## config.mk

```make
export PLATFORM = sky130hd
export DESIGN_NAME = nn_layer_sequencer
export DESIGN_NICKNAME = d
export VERILOG_FILES = /design/src/rtl/nn_layer_sequencer.sv
export SDC_FILE = /design/constraint.sdc
export NUM_CORES = 1
export LEC_CHECK = 0
export CAP_MARGIN = 20
export CORE_ASPECT_RATIO = 1.25
export CORE_UTILIZATION = 25
export CTS_BUF_LIST = sky130_fd_sc_hd__clkbuf_8 sky130_fd_sc_hd__clkbuf_16
export DETAILED_ROUTE_END_ITERATION = 16
export GPL_TIMING_DRIVEN = 0
export PLACE_DENSITY = 0.55
export SLEW_MARGIN = 20
export SYNTH_ARGS = -nofsm -noshare
export SYNTH_HDL_FRONTEND = slang
export SYNTH_SLANG_ARGS = --single-unit
export TNS_END_PERCENT = 50
```

## constraint.sdc

```tcl
create_clock -name clk -period 3.89 [get_ports clk]
set_input_delay 0.389 -clock clk [delete_from_list [all_inputs] [get_ports clk]]
set_output_delay 0.389 -clock clk [all_outputs]
set_load 0.02 [all_outputs]
```

## src/rtl/nn_layer_sequencer.sv

```systemverilog
// Layer/neuron sequencer for the CORDIC NN engine: drives MAC and activation handshakes.
// Define NN_SEQ_PERF_EN to add the perf_cycles / perf_stall counter outputs.
module nn_layer_sequencer #(
    parameter int WA_W       = 12,
    parameter int MAX_LAYERS = 5
) (
    input  logic            clk,
    input  logic            rst_n,
    input  logic            start,
    input  logic [5:0]      n_in,
    input  logic [5:0]      no_layers,
    input  logic [5:0]      nl1,
    input  logic [5:0]      nl2,
    input  logic [5:0]      nl3,
    input  logic [5:0]      nl4,
    input  logic [5:0]      nl5,
    input  logic [1:0]      afl1,
    input  logic [1:0]      afl2,
    input  logic [1:0]      afl3,
    input  logic [1:0]      afl4,
    input  logic [1:0]      afl5,
    output logic            busy,
    output logic            done,
    output logic            err,
    output logic            acc_clr,
    output logic            mac_req,
    input  logic            mac_ack,
    output logic [WA_W-1:0] w_addr,
    output logic [5:0]      x_addr,
    output logic            x_bank,
    output logic            act_req,
    output logic [1:0]      act_fn,
    input  logic            act_ack,
    output logic            y_we,
    output logic [5:0]      y_addr,
    output logic            y_bank,
    output logic [2:0]      layer_idx,
    output logic            result_bank
`ifdef NN_SEQ_PERF_EN
    ,
    output logic [15:0]     perf_cycles,
    output logic [15:0]     perf_stall
`endif
);

    typedef enum logic [2:0] {
        S_IDLE, S_LOAD, S_CLR, S_MAC, S_ACT, S_WR, S_DONE
    } state_t;

    state_t state, state_nxt;

    // Entry 0 holds n_in so that fan-in of layer L is simply nl_q[L-1].
    logic [5:0] nl_q  [8];
    logic [1:0] afl_q [8];
    logic [5:0] no_layers_q;
    logic [2:0] layer;
    logic [5:0] neuron;
    logic [5:0] fan_in;
    logic [5:0] layer_size;
    logic       cfg_bad;
    logic       last_in;
    logic       last_neuron;
    logic       more_layers;

    assign fan_in      = nl_q[layer - 3'd1];
    assign layer_size  = nl_q[layer];
    assign last_in     = (x_addr == fan_in - 6'd1);
    assign last_neuron = (neuron == layer_size - 6'd1);
    assign more_layers = ({3'b000, layer} < no_layers_q);
    assign layer_idx   = (state == S_IDLE) ? 3'd0 : layer;
    assign y_addr      = neuron;

    always_comb begin
        cfg_bad = (no_layers_q == '0) || (no_layers_q > 6'(MAX_LAYERS)) || (nl_q[0] == '0);
        for (int unsigned i = 1; i < 6; i++) begin
            if ((6'(i) <= no_layers_q) && (nl_q[i] == '0)) cfg_bad = 1'b1;
        end
    end

    always_ff @(posedge clk or negedge rst_n) begin
        if (!rst_n) state <= S_IDLE;
        else        state <= state_nxt;
    end

    always_comb begin
        state_nxt = state;
        busy      = 1'b1;
        done      = 1'b0;
        acc_clr   = 1'b0;
        mac_req   = 1'b0;
        act_req   = 1'b0;
        y_we      = 1'b0;
        case (state)
            S_IDLE: begin
                busy = 1'b0;
                if (start) state_nxt = S_LOAD;
            end
            S_LOAD: state_nxt = cfg_bad ? S_DONE : S_CLR;
            S_CLR: begin
                acc_clr   = 1'b1;
                state_nxt = S_MAC;
            end
            S_MAC: begin
                mac_req = 1'b1;
                if (mac_ack && last_in) state_nxt = S_ACT;
            end
            S_ACT: begin
                act_req = 1'b1;
                if (act_ack) state_nxt = S_WR;
            end
            S_WR: begin
                y_we = 1'b1;
                if (!last_neuron)     state_nxt = S_CLR;
                else if (more_layers) state_nxt = S_LOAD;
                else                  state_nxt = S_DONE;
            end
            S_DONE: begin
                done      = 1'b1;
                state_nxt = S_IDLE;
            end
            default: state_nxt = S_IDLE;
        endcase
    end

    always_ff @(posedge clk or negedge rst_n) begin
        if (!rst_n) begin
            for (int unsigned i = 0; i < 8; i++) begin
                nl_q[i]  <= '0;
                afl_q[i] <= '0;
            end
            no_layers_q <= '0;
            layer       <= '0;
            neuron      <= '0;
            err         <= 1'b0;
            w_addr      <= '0;
            x_addr      <= '0;
            x_bank      <= 1'b0;
            y_bank      <= 1'b0;
            act_fn      <= '0;
            result_bank <= 1'b0;
        end else begin
            case (state)
                S_IDLE: if (start) begin
                    nl_q[0]     <= n_in;
                    nl_q[1]     <= nl1;
                    nl_q[2]     <= nl2;
                    nl_q[3]     <= nl3;
                    nl_q[4]     <= nl4;
                    nl_q[5]     <= nl5;
                    nl_q[6]     <= '0;
                    nl_q[7]     <= '0;
                    afl_q[0]    <= '0;
                    afl_q[1]    <= afl1;
                    afl_q[2]    <= afl2;
                    afl_q[3]    <= afl3;
                    afl_q[4]    <= afl4;
                    afl_q[5]    <= afl5;
                    afl_q[6]    <= '0;
                    afl_q[7]    <= '0;
                    no_layers_q <= no_layers;
                    err         <= 1'b0;
                    w_addr      <= '0;
                    layer       <= 3'd1;
                end
                S_LOAD: begin
                    if (cfg_bad) err <= 1'b1;
                    // Odd layers read bank 0 and write bank 1; even layers the reverse.
                    x_bank <= ~layer[0];
                    y_bank <= layer[0];
                    neuron <= '0;
                    act_fn <= afl_q[layer];
                end
                S_MAC: if (mac_ack) begin
                    w_addr <= w_addr + 1'b1;
                    x_addr <= x_addr + 1'b1;
                end
                S_WR: begin
                    if (!last_neuron)     neuron <= neuron + 6'd1;
                    else if (more_layers) layer  <= layer + 3'd1;
                end
                S_DONE: result_bank <= y_bank;
                default: ;
            endcase
            if (state_nxt == S_CLR) x_addr <= '0;
        end
    end

`ifdef NN_SEQ_PERF_EN
    always_ff @(posedge clk or negedge rst_n) begin
        if (!rst_n) begin
            perf_cycles <= '0;
            perf_stall  <= '0;
        end else if ((state == S_IDLE) && start) begin
            perf_cycles <= '0;
            perf_stall  <= '0;
        end else begin
            if (busy && (perf_cycles != '1)) perf_cycles <= perf_cycles + 16'd1;
            if (((mac_req && !mac_ack) || (act_req && !act_ack)) && (perf_stall != '1))
                perf_stall <= perf_stall + 16'd1;
        end
    end
`endif

endmodule

```

Word-level counts from Yosys, hierarchy flattened
Index checks and enable logic that the tools add are counted.
Widths: inputs -> output; s select.
- bits in registers: 88
- bits of input ports: 57
- output and inout port bits: 39
- word-level logic and storage cells: 127
- order comparisons: 9
- mux-type cells: 43
- bitwise gates (word level): 3
- equality and inequality tests: 15
- $add $sub $neg: 7
- reduce and logical (&&, ||, !) cells: 28
- operators with widths (cell ; count):
    $mux 6 ; 8
    $logic_not 6->1 ; 7
    $bmux 6 s3 ; 2
    $mux 3 ; 10
    $mux 12 ; 2
    $pmux 12 s2 ; 1
    $pmux 3 s6 ; 1
    $mux 1 ; 13
    $add 12x1->12 const B ; 1
    $add 6x1->6 const B ; 2
    $eq 6x6->1 ; 2
    $le 2x6->1 const A ; 2
    $le 3x6->1 const A ; 2
    $ne 2x2->1 const B ; 6
    $pmux 6 s2 ; 1
    $reduce_bool 2->1 ; 6
    $sub 6x1->6 const B ; 2
    $eq 3x2->1 const B ; 3
    $eq 3x3->1 const B ; 3
    $ge 4x4->1 const B ; 2
    $not 3->4 ; 2
    $bmux 2 s3 ; 1
    $gt 6x3->1 const B ; 1
    $le 1x6->1 const A ; 1
    other kinds (14) ; 24

Longest topological paths before layout
Gate-level depths: netlist of run 1.
- word-level depth: 13
- gate-level depth with buffers: 15
- depth with buffers taken out: 12

Worst setup path after synthesis of run 1
No wires, ideal clock.
- path type: reg-to-reg
- from: register layer[1]
- to: register state[0]
- required time: 3.754 ns
- setup time: 0.136 ns
- data arrival time: 3.041 ns
- path slack: 0.713 ns
- path buffers: 3
- clock period less this slack: 3.177 ns
- cell stages (with the launch flop): 16
- cell sequence: dfrtp_1 -> buf_6 -> buf_4 -> inv_1 -> ha_1 -> clkbuf_1 -> mux4_2 -> nand2_1 -> o31a_1 -> ha_1 -> xor2_1 -> nand3_1 -> nor3_1 -> o211ai_1 -> a221oi_1 -> o21ai_0
- longest elaborated chain between the ends: 10
- elaborated cells between the ends (all ways): 19
- classes of those cells: add/sub: 3; order compare: 1; eq/ne: 2; mux: 10; bitwise: 2; reduce/logical: 1
- ends and longest elaborated chain (what ; line ; RTL):
    from (decl) ; 56 ; logic [2:0] layer;
    from (signal assigned) ; 179 ; else if (more_layers) layer <= layer + 3'd1;
    $sub 3x1->3 ; 65 ; assign fan_in = nl_q[layer - 3'd1];
    $not 3->4 (implied by the code) ; 65 ;
    $bmux 6 s3 ; 65 ;
    $mux 6 (implied by the code) (2 in series) ; 65 ;
    $sub 6x1->6 ; 67 ; assign last_in = (x_addr == fan_in - 6'd1);
    $eq 6x6->1 ; 67 ;
    $logic_and 1x1->1 ; 105 ; if (mac_ack && last_in) state_nxt = S_ACT;
    $mux 3 ; 105 ;
    $pmux 3 s6 * ; 93 ; case (state)
    net state_nxt[0] ; 50 ; state_t state, state_nxt;
    to (signal assigned) ; 82 ; else state <= state_nxt;
    to (decl) ; 50 ;
Mark *: on every way through the listed nets, which the timed path passes. The rest lies on a longest branch. The select of a mux whose other input is x is not followed.
A chain may end at the register's enable or synchronous reset.

Worst setup path in the final report of run 1
Ends and elaborated chain as after synthesis.

==> out/metrics.csv, run 1 <==
metric,value,unit
run_status,finished clean,
globalplace.congestion,0.8498,
hold_violations,0,
avgSynthCellArea,8.788,sq um
drv_cap,0,
yosys-top-cells-area,"dfrtp_1 (43%), nand2_1 (13%), mux2i_1 (3.9%), nor2_1 (3.1%), mux4_2 (2.6%)",
routed_wl,15.22,mm
synth_seq_cells,88,
worst-r2r-cell-count,15,
syn_nets,650,
fin_crit_sh,0.9266,
io_pins,96,
fp.dieArea,0.02111,sq mm
root_buffer,clkbuf_16,
areaGrowthSynthToFinish,32.16,%
fin_nets,757,
io_buffers,95,
r2r_end,state[0],
critPathKind,flip-flop to flip-flop,
maxSlewViolCount,0,
clockBufferDepth,2,
antennaDiodeCount,0,
irDropWorstVdd,0.0002224,V
dpl.hpwl,11.83,mm
clock-sinks,88,
grt_first_pass_wirelength,24.23,mm
clkTransAtPathRegs,0.07,ns
regToRegStartpoint,layer[1],
setup_slack,0.2856,ns
drtIter0Drc,283,
multi_input_area,0.002755,sq mm
grt_setup_unrepaired,false,
antenna_found_initial,0,
die_h,162.2,um
ys.flop_type,dfrtp_1,
synth-edff-count,0,
p_leak,2.998,nW
register_area,0.002202,sq mm
synth_cells,584,
synth_top_area_share,0.4291,
fin_hold_ws,0.4708,ns
num_vias,4419,
synthesis.area,0.005132,sq mm
hold_class,input port to async pin,
core-area,0.02010,sq mm
arrival,3.82,ns
grt-ovfl-total,0,
async_flop_share,1.000,
fillerInstances,2149,
antenna_left,0,
cts_buffers,9,
critPathMaxFanout,10,
end_kind,flip-flop,
cts_tree,built,
setup-violations-final,0,
yosysWarnings,0,
ys_seq_area_frac,0.4291,
drive_above_1_share,0.08190,
grt_max_degree,62,
min_period,3.604,ns
start_util,0.2553,
fin_setup_tns,0,ns
power_density,683.8,mW/mm^2
drcViolationCount,0,
firstDrtPassIters,4,
synth_top_area_cell,dfrtp_1,
cp-start-kind,flip-flop,
dp_worst_setup_slack,-0.03978,ns
r2r_slack,0.29,ns
wl_per_cell,15.76,um
num_rows,58,
ys_types,67,
final.setup_skew,0.007858,ns
track_usage,0.1521,
cts_htree_levels,3,
worst_slew_pin_slew,1.020,ns
fmax,0.2774,GHz
max-slew-margin-rel,0.3150,
worstPathRequired,4.11,ns
clk_latency,0.35,ns
grt_pass1_vias,4451,
worstSetupStartpoint,layer[1],
dieWidth,130.2,um
endpoint,state[0],
via_per_inst,4.575,
-- cells by family after synthesis --
kind of cell / share of synthesized area
DFF: 0.4291
adders and majority gates: 0.02194
buffers and inverters: 0.03657
xor gates and xnor gates: 0.04608
AOI/OAI and AO/OA: 0.1217
muxes: 0.08874
and+or+nand+nor: 0.2560
-- through the flow --
step | cells | utilization | power (mW) | area [sq um]
global placement | 949 | 0.3194 | 3.699 | 6421
detailed placement | 950 | 0.3209 | 3.730 | 6450
finish | 966 | 0.3374 | 4.638 | 6783
global route | 966 | 0.3374 | 4.989 | 6783
floorplan | 584 | - | 2.981 | 5132
CTS | 966 | 0.3368 | 4.677 | 6770
-- layout by cell type (no fill, tap or decap), drive strengths merged, types with 14 or more instances in the layout --
cell type      count
buf               15
clkbuf            22
clkdlybuf4s50     94
dfrtp             88
inv               19
mux2i             20
nand2            182
nand3             16
nor2              43
nor3              14
o21ai             14
xnor2             14
-- power by group --
part	internal, mW	switching, mW
logic	0.950	1.19
registers	1.24	0.330
clock network	0.526	0.400
-- sequential cells by signal (all words and copies together) (netlist names) --
signal and cells:
x_addr 6, nl_q 36, err 1, afl_q 10, w_addr 12, result_bank 1, x_bank 1, act_fn 2
no_layers_q 6, state 3, layer 3, y_addr 6, y_bank 1
-- final cells by class --
| cell class | instances | area share |
|---|---|---|
| multi-input cells | 453 | 0.4062 |
| flip-flops and latches | 88 | 0.3247 |
| repair buffers | 97 | 0.1459 |
| well taps | 270 | 0.04981 |
| clock buffers | 10 | 0.03523 |
| plain buffers | 25 | 0.01771 |
| clock inverters | 6 | 0.01107 |
| inverters | 17 | 0.009408 |
-- how the worst min path moves through the flow --
stage                     startpoint        end
after global placement      afl_q[6]   afl_q[6]
after floorplan                rst_n  act_fn[0]
after detailed placement       rst_n   nl_q[36]
final                          rst_n   nl_q[37]
after CTS                      rst_n   nl_q[37]
after global routing           rst_n   nl_q[37]
-- critical path, stage by stage (launching register included) --
cell and delay (ns):
dfrtp_1 0.40, buf_6 0.18, buf_4 0.24, inv_1 0.15
ha_4 0.19, xnor2_1 0.22, clkbuf_1 0.37, nor3_1 0.09
a21oi_1 0.26, ha_1 0.30, xor2_1 0.15, nand3_1 0.09
nor3_1 0.19, o211ai_1 0.18, a221oi_1 0.30, o21ai_0 0.14
-- synth_stat cells (4+ instances only) --
cell / number
o21ai_0: 14
and3_1: 6
a21oi_1: 11
o31ai_1: 5
clkbuf_1: 13
xor2_1: 13
a211oi_1: 4
mux2_2: 7
dfrtp_1: 88
a21boi_0: 4
and2_1: 4
o211ai_1: 5
inv_1: 16
o21a_1: 4
mux2i_1: 20
nor3_1: 14
nor4_1: 5
mux4_2: 6
nand2_1: 181
buf_2: 6
a21o_1: 4
or3_1: 6
nand4_1: 7
xnor2_1: 14
ha_1: 9
nand3_1: 16
nor2_1: 42
-- timing repair --
action                                  4_1_cts  5_1_grt
endpoints found under the setup margin        1        2
resized for setup                             0        2
setup buffers                                 0        0
hold buffers                                  1        0
hold endpoints to repair                     27        0
-- routing by layer --
metal  track usage  wire length, um  vias up
li1              -                -     2248
met2        0.2510             7371       89
met3       0.02833              643       19
met1        0.1948             6825     2063
met5             0                0        -
met4       0.05920              380        0
No activity file was read; power rests on OpenSTA's default activity.
==> run 2: changes to the inputs <==
CORE_UTILIZATION = 53   (was 25)
PLACE_DENSITY = 0.92   (was 0.55)
==> run 2 against run 1 <==
  * Via count grew 8.4%
  * Non-clock buffer count grew 1
  * Core utilization grew 37 points
  * Maximum frequency shrank 1.6%
  * Combinational power is essentially flat
  * Wire length shrank 6.5%
  * Global-route usage grew 15 points
  * Critical endpoint is now state[2]
  * Largest power group unchanged
  * Highest routed layer unchanged
==> out/metrics.csv, run 2 (same netlist as run 1, synthesis figures left out) <==
metric,value,unit
critPathMaxFanout,10,
maxSlewViolCount,0,
critPathKind,flip-flop to flip-flop,
antennaDiodeCount,0,
final.setup_skew,0.005724,ns
dp_worst_setup_slack,0.1029,ns
stdcell_area,0.006555,sq mm
firstDrtPassIters,5,
r2r_slack,0.23,ns
clk_latency,0.34,ns
irDropWorstVdd,0.0004404,V
hold_class,flip-flop to flip-flop,
fin_nets,758,
multi_input_area,0.002743,sq mm
dpl.hpwl,10.60,mm
cts_tree,built,
fp.dieArea,0.01008,sq mm
fillerInstances,698,
arrival,3.88,ns
hold_violations,0,
worst-r2r-cell-count,15,
run_status,finished clean,
io_pins,96,
num_rows,39,
antenna_found_initial,0,
die_h,112.0,um
top_regs,"nl_q x36, w_addr x12, afl_q x10",
clkTransAtPathRegs,0.06,ns
endpoint,state[2],
fin_crit_sh,0.9419,
fmax,0.2729,GHz
grt_pass1_vias,4847,
dp_cells,803,
antenna_left,0,
worst_slew_pin_slew,0.9227,ns
regToRegStartpoint,layer[1],
cp-start-kind,flip-flop,
via_per_inst,5.844,
grt_max_degree,57,
drcViolationCount,0,
num_vias,4792,
setup_slack,0.2258,ns
grt-ovfl-total,0,
fin_setup_tns,0,ns
root_buffer,clkbuf_16,
cts_htree_levels,3,
dieWidth,90.02,um
areaGrowthSynthToFinish,27.72,%
start_util,0.5536,
track_usage,0.2990,
grt_first_pass_wirelength,23.95,mm
register_area,0.002202,sq mm
post_layout_nonfiller_instances,820,
io_buffers,95,
worstSetupStartpoint,layer[1],
drive_above_1_share,0.08034,
setup-violations-final,0,
globalplace.congestion,0.9526,
core-area,0.009271,sq mm
final_common_cell,nand2_1,
drv_cap,0,
max-slew-margin-rel,0.3802,
utilization,0.7070,
clockBufferDepth,2,
r2r_end,state[2],
end_kind,flip-flop,
p_leak,2.987,nW
most-common-layout-cells,"nand2_1 (181), clkdlybuf4s50_1 (94), dfrtp_1 (88), nor2_1 (42), mux2i_1 (20)",
routed_wl,14.23,mm
wl_per_cell,17.35,um
drtIter0Drc,381,
min_period,3.664,ns
top_register,nl_q,
clock-sinks,88,
worstPathRequired,4.10,ns
largest_reg_flops,36,
grt_setup_unrepaired,false,
place_area,0.006262,sq mm
cts_buffers,9,
fin_hold_ws,0.4905,ns
fin_total_pwr,4.578,mW
power_density,698.4,mW/mm^2
==> run 2: what timing repair did <==
action                                  CTS  global route
hold buffers                              1             0
endpoints found under the hold margin     4             0
endpoints found under the setup margin    0             2
setup buffers                             0             0
resized for setup                         0             3
==> run 2: layout make-up <==
type                       instances  area share
multi-input combinational        453      0.4184
tap                              123     0.02348
inverter                          17    0.009735
clock inverter                     6    0.006490
clock buffer                      10     0.03646
buffer                            26     0.01909
sequential                        88      0.3359
timing repair buffer              97      0.1504
==> run 2: critical path, cell delays in order, from the launching register on <==
cell and delay [ns]:
dfrtp_1 0.43, buf_6 0.19, buf_4 0.23, inv_1 0.13
ha_1 0.39, buf_2 0.27, mux4_2 0.35, nand2_1 0.11
o31a_1 0.15, ha_1 0.20, nand3_1 0.11, xnor2_1 0.15
nor3_1 0.06, o211ai_1 0.29, nor2_1 0.08, o41a_1 0.40
==> run 2: per-layer routing <==
metal,track usage,share of wire,vias to the layer above
met5,0,0,-
met4,0.1409,0.039,0
met3,0.04675,0.049,42
met2,0.5160,0.52,186
met1,0.3678,0.40,2328
li1,-,-,2236
==> run 2: power by group <==
part | internal [mW] | total (mW) | switching (mW) | leakage, nW
clock | 0.453 | 0.829 | 0.376 | 0.141
combinational | 0.948 | 2.17 | 1.23 | 1.72
sequential | 1.24 | 1.58 | 0.339 | 1.12
total | 2.64 | 4.58 | 1.94 | 2.99
==> run 2: worst min path at each step <==
stage / from / to / slack (ns) / cells after the start
floorplan: rst_n / act_fn[0] / 0.09 / 0
global placement: afl_q[12] / afl_q[12] / 0.46 / 2
detailed placement: rst_n / y_addr[4] / 0.36 / 1
CTS: afl_q[12] / afl_q[12] / 0.49 / 2
global route: act_fn[1] / act_fn[1] / 0.52 / 1
finish: afl_q[12] / afl_q[12] / 0.49 / 2
==> run 3: changes to the inputs <==
GPL_TIMING_DRIVEN = default   (was 0)
==> run 3 against run 2 <==
  * Hold slack worse by 0.38 ns
  * Sequential power barely moved
  * Sequential share of layout area increased by 0.53 points
  * Clock power is 0.5% lower
  * Critical path depth shrank 2
  * Via count is 3.4% lower
  * Clock-buffer cell count unchanged
  * Global-route usage shrank 2.1 points
  * First-iteration DRC count down 31%
  * Combinational power down 3%
  * Critical path type unchanged
  * Highest routed layer unchanged
==> out/metrics.csv, run 3 (same netlist as run 1, synthesis figures left out) <==
metric,value,unit
run_status,finished clean,
areaGrowthSynthToFinish,25.72,%
path_cells,buf_4 -> mux2_4 -> a221o_1 -> nand2_1 -> ha_1 -> inv_1 -> a31oi_1 -> a21boi_0 -> o31ai_1 -> o311a_1 -> o21ba_2 -> a311oi_4 -> nor3_1,
crit_buf_inv,2,
fin_crit_sh,0.8370,
fin_nets,737,
grt_max_degree,89,
p_leak,2.930,nW
irDropWorstVdd,0.0004093,V
regToRegStartpoint,layer[1],
largest_reg_flops,36,
antennaDiodeCount,0,
antenna_found_initial,0,
core-area,0.009271,sq mm
drv_cap,0,
most-common-layout-cells,"nand2_1 (181), clkdlybuf4s50_1 (94), dfrtp_1 (88), nor2_1 (42), mux2i_1 (20)",
clkTransAtPathRegs,0.07,ns
dpl.hpwl,9.832,mm
final.setup_skew,0.007591,ns
cp-start-kind,flip-flop,
multi_input_area,0.002745,sq mm
cts_buffers,9,
setup-violations-final,0,
num_vias,4628,
top_regs,"nl_q x36, w_addr x12, afl_q x10",
cts_tree,built,
worst_path_dominant_cell_family,compound AO/OA/AOI/OAI gates,
hold_class,input port to async pin,
io_pins,96,
firstDrtPassIters,5,
worst_slew_pin_slew,0.8342,ns
grt_first_pass_wirelength,22.01,mm
cts_htree_levels,3,
clk_latency,0.35,ns
post_layout_nonfiller_instances,799,
dieWidth,90.02,um
power_frac_clock,0.182,
dp_cells,783,
clockBufferDepth,2,
drtIter0Drc,263,
switching_power,1.913,mW
cts_hold_buf,0,
critPathKind,flip-flop to flip-flop,
r2r_end,x_addr[1],
grt_pass1_vias,4527,
combPwrFrac,0.463,
top_register,nl_q,
root_buffer,clkbuf_16,
fillerInstances,709,
final_common_cell,nand2_1,
num_rows,39,
end_kind,flip-flop,
fp.dieArea,0.01008,sq mm
swShare,0.4223,
worstPathRequired,4.11,ns
max-slew-margin-rel,0.4380,
fin_setup_tns,0,ns
via_per_inst,5.792,
wl_per_cell,16.88,um
power.internal,2.618,mW
worstSetupStartpoint,layer[1],
fmax,0.3071,GHz
worst-path-stages,13,
track_usage,0.2778,
grt_setup_unrepaired,false,
die_h,112.0,um
endpoint,x_addr[1],
critPathMaxFanout,20,
arrival,3.47,ns
hold_violations,0,
globalplace.congestion,0.9087,
postCtsSetupBuffers,0,
drcViolationCount,0,
antenna_left,0,
grt-ovfl-total,0,
register_area,0.002202,sq mm
routed_wl,13.49,mm
worst-r2r-cell-count,13,
crit_path_top_delay_cell,a311oi_4,
power_density,702.1,mW/mm^2
maxSlewViolCount,0,
min_period,3.256,ns
io_buffers,95,
cts_repair_resize_count,0,
r2r_slack,0.63,ns
start_util,0.5536,
critPathMaxStageDelay,0.43,ns
clock-sinks,88,
drive_above_1_share,0.07692,
power_frac_seq,0.355,
[run 3: final cells by class]
cell class	count	share of cell area
Clock buffer	10	0.03704
Clock inverter	6	0.006787
Inverter	17	0.009889
Multi-Input combinational cell	453	0.4254
Sequential cell	88	0.3413
Tap cell	123	0.02385
Timing Repair Buffer	102	0.1557
[run 3: per-stage QoR]
stage | setup slack (ns) | power, mW | utilization | hold slack [ns] | instance area (sq um)
floorplan | 0.7130 | 2.981 | - | 0.09341 | 5132
global placement | 0.7947 | 3.608 | 0.6649 | 0.4659 | 6165
detailed placement | 0.6789 | 3.690 | 0.6649 | 0.4654 | 6165
CTS | 0.6542 | 4.527 | 0.6954 | 0.2953 | 6447
global route | 0.4665 | 4.816 | 0.6960 | 0.1787 | 6452
finish | 0.6340 | 4.531 | 0.6960 | 0.1059 | 6452
[run 3: worst register-to-register path, stage by stage, from the launching register on]
cell,delay (ns)
dfrtp_1,0.37
buf_4,0.31
mux2_4,0.34
a221o_1,0.39
nand2_1,0.08
ha_1,0.20
inv_1,0.05
a31oi_1,0.12
a21boi_0,0.21
o31ai_1,0.10
o311a_1,0.15
o21ba_2,0.28
a311oi_4,0.43
nor3_1,0.11
[run 3: layer usage]
layer,share of wire,global-route usage,vias up
met1,0.40,0.3302,2262
li1,-,-,2193
met3,0.041,0.04404,22
met4,0.024,0.1204,0
met5,0,0,-
met2,0.53,0.4972,151
[run 3: worst min path at each step]
stage / start / to / slack [ns] / depth (start not counted)
floorplan: rst_n / act_fn[0] / 0.09 / 0
global placement: no_layers_q[4] / no_layers_q[4] / 0.47 / 2
detailed placement: no_layers_q[5] / no_layers_q[5] / 0.47 / 2
CTS: rst_n / y_addr[5] / 0.30 / 1
global route: rst_n / y_addr[2] / 0.18 / 1
finish: rst_n / y_addr[5] / 0.11 / 1
[run 3: power by group through the flow]
| stage | clock, mW | combinational, mW | sequential [mW] |
|---|---|---|---|
| floorplan | 0 | 1.44 | 1.54 |
| global placement | 0 | 2.01 | 1.60 |
| detailed placement | 0 | 2.08 | 1.61 |
| CTS | 0.834 | 2.10 | 1.60 |
| global route | 0.878 | 2.29 | 1.65 |
| finish | 0.825 | 2.10 | 1.61 |
